--- config.mk ---
export PLATFORM = sky130hd
export DESIGN_NAME = count_seq_ctrl
export DESIGN_NICKNAME = d
export VERILOG_FILES = /design/src/rtl/count_seq_ctrl.sv
export SDC_FILE = /design/constraint.sdc
export NUM_CORES = 1
export LEC_CHECK = 0
export CORE_ASPECT_RATIO = 0.8
export CORE_MARGIN = 2
export CORE_UTILIZATION = 40
export CTS_CLUSTER_SIZE = 24
export DETAILED_ROUTE_END_ITERATION = 8
export PLACE_DENSITY = 0.67
export SYNTH_ARGS = -nofsm -noshare
export SYNTH_HDL_FRONTEND = slang
export SYNTH_SLANG_ARGS = --single-unit
--- constraint.sdc ---
create_clock -name clk -period 4.45 [get_ports clk]
set_input_delay 1.1125 -clock clk [delete_from_list [all_inputs] [get_ports clk]]
set_output_delay 1.1125 -clock clk [all_outputs]
set_load 0.02 [all_outputs]
--- src/rtl/count_seq_ctrl.sv ---
// Sequencing controller for a WIDTH-bit mod-(limit+1) counter with start/stop/pause, one-shot and periodic modes.
// Optional tick prescaler is enabled by defining PRESCALER_EN (adds the presc_div port).
module count_seq_ctrl #(
  parameter int WIDTH   = 4,
  parameter int PRESC_W = 4
) (
  input  logic             clk,
  input  logic             rst_n,
  input  logic             start,
  input  logic             stop,
  input  logic             pause,
  input  logic             mode,
  input  logic [WIDTH-1:0] limit,
`ifdef PRESCALER_EN
  input  logic [PRESC_W-1:0] presc_div,
`endif
  output logic [WIDTH-1:0] count,
  output logic             busy,
  output logic             tc,
  output logic             done,
  output logic [1:0]       state
);

  typedef enum logic [1:0] {IDLE = 2'd0, RUN = 2'd1, PAUSE = 2'd2, DONE = 2'd3} st_t;

  st_t              st_q, st_d;
  logic [WIDTH-1:0] count_q, count_d, limit_q;
  logic             mode_q, tc_q, tc_d, done_q, done_d, busy_q, busy_d;
  logic             ld, tick;

`ifdef PRESCALER_EN
  logic [PRESC_W-1:0] presc_q, presc_div_q;

  // Prescaler only advances in RUN without pause/stop; it holds while paused.
  always_ff @(posedge clk or negedge rst_n) begin
    if (!rst_n) begin
      presc_q     <= '0;
      presc_div_q <= '0;
    end else if (ld) begin
      presc_q     <= '0;
      presc_div_q <= presc_div;
    end else if ((st_q == RUN || st_q == PAUSE) && stop) begin
      presc_q <= '0;
    end else if (st_q == RUN && !pause) begin
      presc_q <= tick ? '0 : presc_q + 1'b1;
    end
  end

  assign tick = (presc_q == presc_div_q);
`else
  // Without a prescaler every RUN cycle is a tick.
  assign tick = (PRESC_W > 0);
`endif

  // State and output registers
  always_ff @(posedge clk or negedge rst_n) begin
    if (!rst_n) begin
      st_q    <= IDLE;
      count_q <= '0;
      tc_q    <= 1'b0;
      done_q  <= 1'b0;
      busy_q  <= 1'b0;
      limit_q <= '0;
      mode_q  <= 1'b0;
    end else begin
      st_q    <= st_d;
      count_q <= count_d;
      tc_q    <= tc_d;
      done_q  <= done_d;
      busy_q  <= busy_d;
      if (ld) begin
        limit_q <= limit;
        mode_q  <= mode;
      end
    end
  end

  // Next state: stop > pause > tick
  always_comb begin
    st_d = st_q;
    unique case (st_q)
      IDLE:  if (start && limit != '0) st_d = RUN;
      RUN: begin
        if (stop)                                        st_d = IDLE;
        else if (pause)                                  st_d = PAUSE;
        else if (tick && count_q == limit_q && !mode_q)  st_d = DONE;
      end
      PAUSE: begin
        if (stop)        st_d = IDLE;
        else if (!pause) st_d = RUN;
      end
      DONE:  st_d = IDLE;
    endcase
  end

  // Next values of the registered outputs
  always_comb begin
    count_d = count_q;
    tc_d    = 1'b0;
    done_d  = 1'b0;
    ld      = 1'b0;
    unique case (st_q)
      IDLE: begin
        if (start) begin
          ld      = 1'b1;
          count_d = '0;
          done_d  = (limit == '0);
        end
      end
      RUN: begin
        if (stop) begin
          count_d = '0;
        end else if (!pause && tick) begin
          if (count_q != limit_q) begin
            count_d = count_q + 1'b1;
          end else begin
            tc_d = 1'b1;
            if (mode_q) count_d = '0;
            else        done_d  = 1'b1;
          end
        end
      end
      PAUSE: if (stop) count_d = '0;
      DONE:  ;
    endcase
    busy_d = (st_d == RUN) || (st_d == PAUSE);
  end

  assign count = count_q;
  assign busy  = busy_q;
  assign tc    = tc_q;
  assign done  = done_q;
  assign state = st_q;

endmodule

# --- Word level (Yosys, flattened, before mapping) ---
# Cells that the tools add are included.
# Widths: inputs -> output; s select.
classes:
  add_sub_neg: 1
  eq_ne: 11
  mux: 26
  n_reduce_logical: 9
ops:
  columns: ["cell", "n"]
  rows:
  - ["$mux 4", 6]
  - ["$mux 2", 6]
  - ["$pmux 4 s3", 1]
  - ["$mux 1", 11]
  - ["$pmux 2 s4", 1]
  - ["$eq 2x2->1 const B", 3]
  - ["$reduce_and 5->1", 1]
  - ["$add 4x1->4 const B", 1]
  - ["$eq 2x1->1 const B", 2]
  - ["$eq 4x4->1", 1]
  - ["$logic_not 4->1", 1]
  - ["$ne 2x2->1 const B", 2]
  - ["$ne 4x4->1", 1]
  - ["$ne 4x4->1 const B", 1]
  - ["$reduce_bool 4->1", 1]
  - ["$ne 3x3->1 const B", 1]
  - ["$reduce_bool 3->1", 1]
  - ["$logic_and 1x1->1", 2]
  - ["$logic_not 2->1", 1]
  - ["$pmux 1 s2", 1]
  - ["$logic_not 1->1", 1]
  - ["$logic_or 1x1->1", 1]
totals:
  reg_bits: 14
  inputBits: 10
  output_inout_bits: 9
  elab_cells: 54

# --- Depth between registers and ports, before layout ---
# Gate-level depths: netlist (run 1).
depth:
  depth_word: 8
  mapped_depth: 6
  mapped_depth_nobuf: 4

# --- Worst setup path before layout (run 1) ---
# No wires, ideal clock.
synth_timing:
  path_kind: "input to register"
  start: "in stop"
  end: "reg count_q[3] (netlist: count[3])"
  setup_ns: 0.069
  arrival_time_ns: 2.091
  required_time_ns: 4.381
  setup_slack_ns: 2.290
  cell_stages: 4
  path_buffers: 0
  path_cell_list: "nor2b_1 > a221o_1 > or4_1 > nand3_1"
synth_via:
  elab_chain_cells: 2
  word_cells_on_any_way: 6
  classes_between: "eq/ne (3); mux (2); reduce/logical (1)"
synth_lines:
  columns: ["element", "line", "rtl"]
  rows:
  - ["from (decl)", "10", "input logic stop,"]
  - ["$ne 4x4->1 (no line) (tied with other cells)", null, null]
  - ["$reduce_and 5->1 (no line) / $pmux 4 s3 (equally long branches)", null, null]
  - ["to (signal assigned)", "67", "count_q <= count_d;"]
  - ["to (decl)", "27", "logic [WIDTH-1:0] count_q, count_d, limit_q;"]
# Parallel ways exist; a longest one is shown, timed or not.
# A chain may end at the register's enable or synchronous reset.

# --- Final worst setup path (run 1) ---
# Same ends and word-level chain as after synthesis.

==> run_results.csv, run 1 <==
group,metric,value,unit
clocking,tritoncts,"done",
synthesis,primary_flip_flop_cell_chosen_by_synthesis_mapping,"sky130_fd_sc_hd__dfrtp_1",
placed_design,dpl_cell_area,956,um^2
floorplan,initial_core_util,0.414,
critical_path,slowest_stage,"sky130_fd_sc_hd__clkdlybuf4s50_1",
synthesis,synthDominantCellAreaShare,0.464,
synthesis,synth_area_leaders,"sky130_fd_sc_hd__dfrtp_1, sky130_fd_sc_hd__nand2_1, sky130_fd_sc_hd__xor2_1, sky130_fd_sc_hd__or4_1, sky130_fd_sc_hd__o32ai_1",
clocking,hold_fix_buffer_count_after_cts,0,
layout,layout.cell_area.non_filler,992,um^2
synthesis,netlist_instances,79,
floorplan,die_area,2250,um^2
critical_path,cp-end-kind,"register",
detailed_routing,dr_total_vias,639,
synthesis,synth_edf_count,0,
pwr,powerDensity,434,nW/um^2
critical_path,crit_path_launch_type,"input pin",
floorplan,rows,14,
min_path,hold_path.class,"register to register",
detailed_routing,route.detailed.vias_per_inst,5.20,
floorplan,ios,19,
timing,final-setup-viol-count,0,
layout,nets,111,
timing,hold_violations,0,
outcome,status,"finished clean",
timing,fin_setup_tns,0,ns
synthesis,yosysWarningCount,0,
synthesis,most_frequent_cell_after_synthesis,"sky130_fd_sc_hd__nand2_1",
layout,flow.area_growth_from_synthesis,31.5,%
synthesis,avgSynthCellArea,9.55,um^2
pwr,power.ir.vdd_worst,0.219,mV
flow_run,cap_viol_max_count,0,
detailed_routing,wl_per_cell,13.0,um
clocking,post_cts_buffers,0,
detailed_routing,post-route-drc-count,0,
detailed_routing,firstDrtPassIters,4,
timing,actual_slew_at_the_worst_max_slew_pin,0.661,ns
synthesis,ys_types,36,
floorplan,std_cell_core_area,1820,um^2
global_routing,globalRouteTotalUtil,0.173,
placed_design,gpl.final_weighted_congestion,0.863,
global_routing,antenna_violations_before_repair,0,
critical_path,slowest_delay,0.58,ns
placed_design,place_ws,1.58,ns
pwr,internal_portion_of_total_power,0.000274,W
pwr,seqPwrFrac,0.417,
clocking,clk_latency,0.28,ns
synthesis,async_reset_ff_frac,1.00,
critical_path,required,4.67,ns
clocking,clk_pin_slew,0.08,ns
synthesis,synth_seq_cells,14,
clocking,ctsHtreeMaxLevel,1,
synthesis,synth.cells.most_frequent,"sky130_fd_sc_hd__nand2_1, sky130_fd_sc_hd__dfrtp_1, sky130_fd_sc_hd__nor2_1, sky130_fd_sc_hd__xor2_1",
timing,period_needed,2.59,ns
timing,grt_setup_unrepaired,"false",
critical_path,timing.critical_path.cells,"clkdlybuf4s50_1 > nor2b_1 > a221o_1 > or4_1 > nand3_1",
placed_design,dp_hpwl,1210,um
pwr,totalPowerFinal,0.000430,W
global_routing,maximum_number_of_pins_on_one_net_before_global_route_repair,15,
critical_path,arrival,2.81,ns
pwr,share_clk_of_total_power,0.212,
synthesis,synth_area,754,um^2
clocking,numClockSinks,14,
floorplan,die_height,42.8,um
clocking,cts_buffers,3,
floorplan,floorplan.die.width,52.6,um
placed_design,buffer_ports.inserted,18,
timing,timing_max_transition_violations_final,0,
timing,post-route-worst-setup-slack,1.86,ns
timing,achievable-frequency,387,MHz
pwr,power.net_switching,0.000157,W
clocking,cts.repair.resized,0,
layout,antenna_cells_inserted,0,
clocking,max-clock-path-buffers,2,
critical_path,crit_type,"input pin to register",
critical_path,timing.critical_path.fanout_max,6,
timing,slew_margin_rel,0.558,
timing,timing.final.crit_share,0.581,
synthesis,syn_nets,90,
synthesis,post-synth-top-area-cell,"sky130_fd_sc_hd__dfrtp_1",
global_routing,first_global_vias,639,
global_routing,grt_pass1_wl,2790,um
pwr,power.share.switching,0.364,
timing,clock-skew-final,0.000398,ns
pwr,power_frac_comb,0.371,
detailed_routing,totalWireLength,1590,um
pwr,p_leak,0.447,nW
global_routing,leftover_overflow_at_the_end_of_global_routing,0,
layout,final_layout_size_suffix_gt1_frac,0.0808,
synthesis,proportion_of_synthesized_chip_area_in_sequential_cells,0.464,
detailed_routing,drt_iter0_markers,18,
detailed_routing,drt.antenna.violating_nets,0,
clocking,cts_root_buffer,"sky130_fd_sc_hd__clkbuf_4",
[cell usage in the layout, fill, tap and decap left out, drive strengths merged, types with 3 or more instances in the layout]
cell type,count
clkbuf,4
clkdlybuf4s50,18
dfrtp,14
inv,3
nand2,19
nor2,4
or4,3
xor2,4
[worst max-delay path: cells and delay by family]
family,cells,cell delay [ns]
AOI/OAI and AO/OA,1,0.44
buffers and inverters,1,0.58
and+or+nand+nor,3,0.67
[registers in the layout, indices dropped and copies added (netlist names)]
signal   flops
limit_q      4
state        2
mode_q       1
count        4
tc           1
done         1
busy         1
[through the flow]
step | hold slack [ns] | utilization | std cells
floorplan | 0.466 | - | 79
global placement | 0.484 | 0.525 | 119
detailed placement | 0.487 | 0.525 | 119
CTS | 0.508 | 0.545 | 123
global route | 0.519 | 0.545 | 123
finish | 0.502 | 0.545 | 123
[metal layers]
| layer | up-vias | global-route usage | part of all wire |
|---|---|---|---|
| met4 | 0 | 0.0462 | 0.0063 |
| li1 | 326 | - | - |
| met5 | - | 0 | 0 |
| met3 | 2 | 0.0634 | 0.072 |
| met2 | 21 | 0.268 | 0.45 |
| met1 | 290 | 0.227 | 0.48 |
[power groups by stage]
stage | registers [W] | logic [W] | clock network [W]
finish | 0.000179 | 0.000160 | 0.0000913
global route | 0.000185 | 0.000177 | 0.000105
detailed placement | 0.000182 | 0.000159 | 0
CTS | 0.000180 | 0.000160 | 0.0000959
floorplan | 0.000189 | 0.0000966 | 0
global placement | 0.000181 | 0.000157 | 0
[final cells by class]
type,count,area [um^2]
Fill cell,173,830
Multi-Input combinational cell,60,384
Sequential cell,14,350
Timing Repair Buffer,18,180
Clock buffer,4,36.3
Tap cell,24,30.0
Inverter,3,11.3
[worst paths after layout]
path                            slack [ns]                    from  depth (start not counted)                      to
worst min-delay path                  0.50  limit_q[2]$_DFFE_PN0P_                          2  limit_q[2]$_DFFE_PN0P_
min in group asynchronous             1.23                   rst_n                          1    count[3]$_DFFE_PN0P_
worst max-delay path                  1.86                    stop                          5    count[3]$_DFFE_PN0P_
worst min register to register        0.50  limit_q[2]$_DFFE_PN0P_                          2  limit_q[2]$_DFFE_PN0P_
worst max register to register        2.59    count[0]$_DFFE_PN0P_                          4    count[2]$_DFFE_PN0P_
max in group asynchronous             2.80                   rst_n                          1  limit_q[2]$_DFFE_PN0P_
[logic make-up (layout without fill, tap and decap cells)]
| kind of cell | count (synthesis) | after routing | synth area share |
|---|---|---|---|
| AND/OR/NAND/NOR | 38 | 38 | 0.260 |
| AO/OA/AOI/OAI | 15 | 15 | 0.161 |
| flip-flops | 14 | 14 | 0.464 |
| XOR/XNOR | 5 | 5 | 0.0580 |
| buffers and inverters | 5 | 25 | 0.0265 |
| adder cells (fa/ha/maj) | 1 | 1 | 0.0166 |
| multiplexers | 1 | 1 | 0.0133 |
Note: power is estimated with default switching activity, not from simulation.
==> run 2, diff against run 1 <==
==> constraint.sdc (replaced) <==
create_clock -name clk -period 2.69 [get_ports clk]
set_input_delay 0.6725 -clock clk [delete_from_list [all_inputs] [get_ports clk]]
set_output_delay 0.6725 -clock clk [all_outputs]
set_load 0.02 [all_outputs]
==> run_results.csv, run 2 (synthesis gave the netlist of run 1 again) <==
group,metric,value,unit
outcome,status,"finished clean",
timing,clock-skew-final,0.00461,ns
pwr,internal_portion_of_total_power,0.000425,W
placed_design,buffer_ports.inserted,18,
detailed_routing,route.detailed.vias_per_inst,5.28,
timing,fin_setup_tns,0,ns
floorplan,rows,14,
detailed_routing,wl_per_cell,12.4,um
floorplan,std_cell_core_area,1820,um^2
clocking,max-clock-path-buffers,2,
pwr,p_leak,0.445,nW
clocking,cts_root_buffer,"sky130_fd_sc_hd__clkbuf_4",
pwr,power.ir.vdd_worst,0.381,mV
floorplan,initial_core_util,0.414,
clocking,cts.repair.resized,0,
timing,timing_max_transition_violations_final,0,
pwr,powerDensity,683,nW/um^2
layout,nets,112,
layout,most_frequent_cells_in_the_layout,"sky130_fd_sc_hd__nand2_1, sky130_fd_sc_hd__clkdlybuf4s50_1, sky130_fd_sc_hd__dfrtp_1",
layout,mostFrequentLayoutCell,"sky130_fd_sc_hd__nand2_1",
timing,achievable-frequency,461,MHz
pwr,power_frac_comb,0.391,
layout,final_layout_size_suffix_gt1_frac,0.0808,
detailed_routing,post-route-drc-count,0,
floorplan,ios,19,
global_routing,maximum_number_of_pins_on_one_net_before_global_route_repair,15,
pwr,power.net_switching,0.000249,W
timing,period_needed,2.17,ns
critical_path,slowest_stage,"sky130_fd_sc_hd__clkdlybuf4s50_1",
timing,grt_setup_unrepaired,"false",
critical_path,required,2.90,ns
clocking,ctsHtreeMaxLevel,1,
clocking,hold_fix_buffer_count_after_cts,0,
floorplan,floorplan.die.width,52.6,um
global_routing,leftover_overflow_at_the_end_of_global_routing,0,
pwr,power.share.switching,0.369,
clocking,clk_pin_slew,0.08,ns
global_routing,globalRouteTotalUtil,0.159,
layout,antenna_cells_inserted,0,
min_path,timing.hold.worst_path_depth,2,
timing,timing.final.crit_share,0.806,
critical_path,slowest_delay,0.58,ns
timing,post-route-worst-setup-slack,0.522,ns
critical_path,critical_path.reg2reg.startpoint,"count[0]$_DFFE_PN0P_",
pwr,seqPwrFrac,0.441,
detailed_routing,drt_iter0_markers,15,
critical_path,arrival,2.37,ns
min_path,hold_path.class,"register to register",
timing,hold_violations,0,
critical_path,cp-end-kind,"register",
timing,actual_slew_at_the_worst_max_slew_pin,0.630,ns
global_routing,first_global_vias,616,
layout,flow.area_growth_from_synthesis,30.7,%
critical_path,rr_worst_depth,4,
critical_path,crit_type,"input pin to register",
detailed_routing,totalWireLength,1530,um
critical_path,timing.critical_path.cells,"clkdlybuf4s50_1 > nor2b_1 > a221o_1 > or4_1 > nand3_1",
placed_design,dp_hpwl,1160,um
pwr,share_clk_of_total_power,0.168,
critical_path,crit_path_launch_type,"input pin",
floorplan,die_area,2250,um^2
flow_run,cap_viol_max_count,0,
critical_path,reg2reg_capture_point,"count[2]$_DFFE_PN0P_",
detailed_routing,dr_total_vias,649,
min_path,hold_start,"limit_q[2]$_DFFE_PN0P_",
clocking,post_cts_buffers,0,
critical_path,timing.critical_path.fanout_max,6,
global_routing,grt_pass1_wl,2640,um
clocking,tritoncts,"done",
clocking,clk_latency,0.27,ns
min_path,hold-path-endpoint,"limit_q[2]$_DFFE_PN0P_",
detailed_routing,drt.antenna.violating_nets,0,
critical_path,worstPathBufferInverterCount,1,
critical_path,regToRegSetupSlack,0.86,ns
global_routing,antenna_violations_before_repair,0,
floorplan,die_height,42.8,um
timing,final-setup-viol-count,0,
critical_path,critical_path.top_delay_family,"simple AND/OR/NAND/NOR gates",
clocking,numClockSinks,14,
detailed_routing,firstDrtPassIters,4,
timing,slew_margin_rel,0.579,
placed_design,place_ws,0.254,ns
placed_design,gpl.final_weighted_congestion,0.839,
layout,fill_cells,180,
clocking,cts_buffers,3,
==> run 2: changes by cell type in the layout (fill, tap and decap cells not counted), sizes merged <==
| cell | delta |
|---|---|
| buf | +1 |
| clkbuf | -1 |
==> run 2: worst max path at each step <==
| stage | from | endpoint | slack (ns) | cells after the start |
|---|---|---|---|---|
| after floorplan | count[1]$_DFFE_PN0P_ | count[2]$_DFFE_PN0P_ | 0.87 | 4 |
| after global placement | stop | count[3]$_DFFE_PN0P_ | 0.29 | 5 |
| after detailed placement | stop | count[3]$_DFFE_PN0P_ | 0.25 | 5 |
| after CTS | stop | count[3]$_DFFE_PN0P_ | 0.54 | 5 |
| after global routing | stop | count[3]$_DFFE_PN0P_ | 0.44 | 5 |
| final | stop | count[3]$_DFFE_PN0P_ | 0.52 | 5 |
==> run 2: worst min-delay path: stages, from the launching register on <==
cell	delay [ns]
sky130_fd_sc_hd__dfrtp_1	0.36
sky130_fd_sc_hd__nand2_1	0.06
sky130_fd_sc_hd__nand2_1	0.05
==> run 2: layer usage <==
layer  track usage  vias to the layer above  part of all wire
met5             0                        -                 0
met4        0.0308                        0                 0
met3        0.0634                        0             0.062
met2         0.248                       18              0.42
met1         0.211                      304              0.51
li1              -                      327                 -
==> run 2: power groups by stage <==
| stage | Combinational [W] | Clock [W] | Sequential, W |
|---|---|---|---|
| after floorplan | 0.000160 | 0 | 0.000313 |
| after global placement | 0.000263 | 0 | 0.000301 |
| after detailed placement | 0.000265 | 0 | 0.000301 |
| after CTS | 0.000265 | 0.000120 | 0.000297 |
| after global routing | 0.000293 | 0.000132 | 0.000304 |
| final | 0.000264 | 0.000113 | 0.000297 |
==> run 2: layout make-up <==
class,count,area (um^2),area share
flip-flops and latches,14,350,0.355
multi-input cells,60,384,0.390
inverters,3,11.3,0.0114
clock buffers,3,22.5,0.0228
repair buffers,19,188,0.190
well taps,24,30.0,0.0305
==> run 2: per-stage QoR <==
stage / hold slack (ns) / total power (W) / instances / cell area, um^2 / util
5_1_grt: 0.544 / 0.000728 / 123 / 986 / 0.541
2_1_floorplan: 0.377 / 0.000472 / 79 / 754 / -
4_1_cts: 0.507 / 0.000682 / 123 / 986 / 0.541
6_report: 0.499 / 0.000674 / 123 / 986 / 0.541
3_5_place_dp: 0.488 / 0.000565 / 120 / 963 / 0.529
3_3_place_gp: 0.485 / 0.000563 / 120 / 963 / 0.529
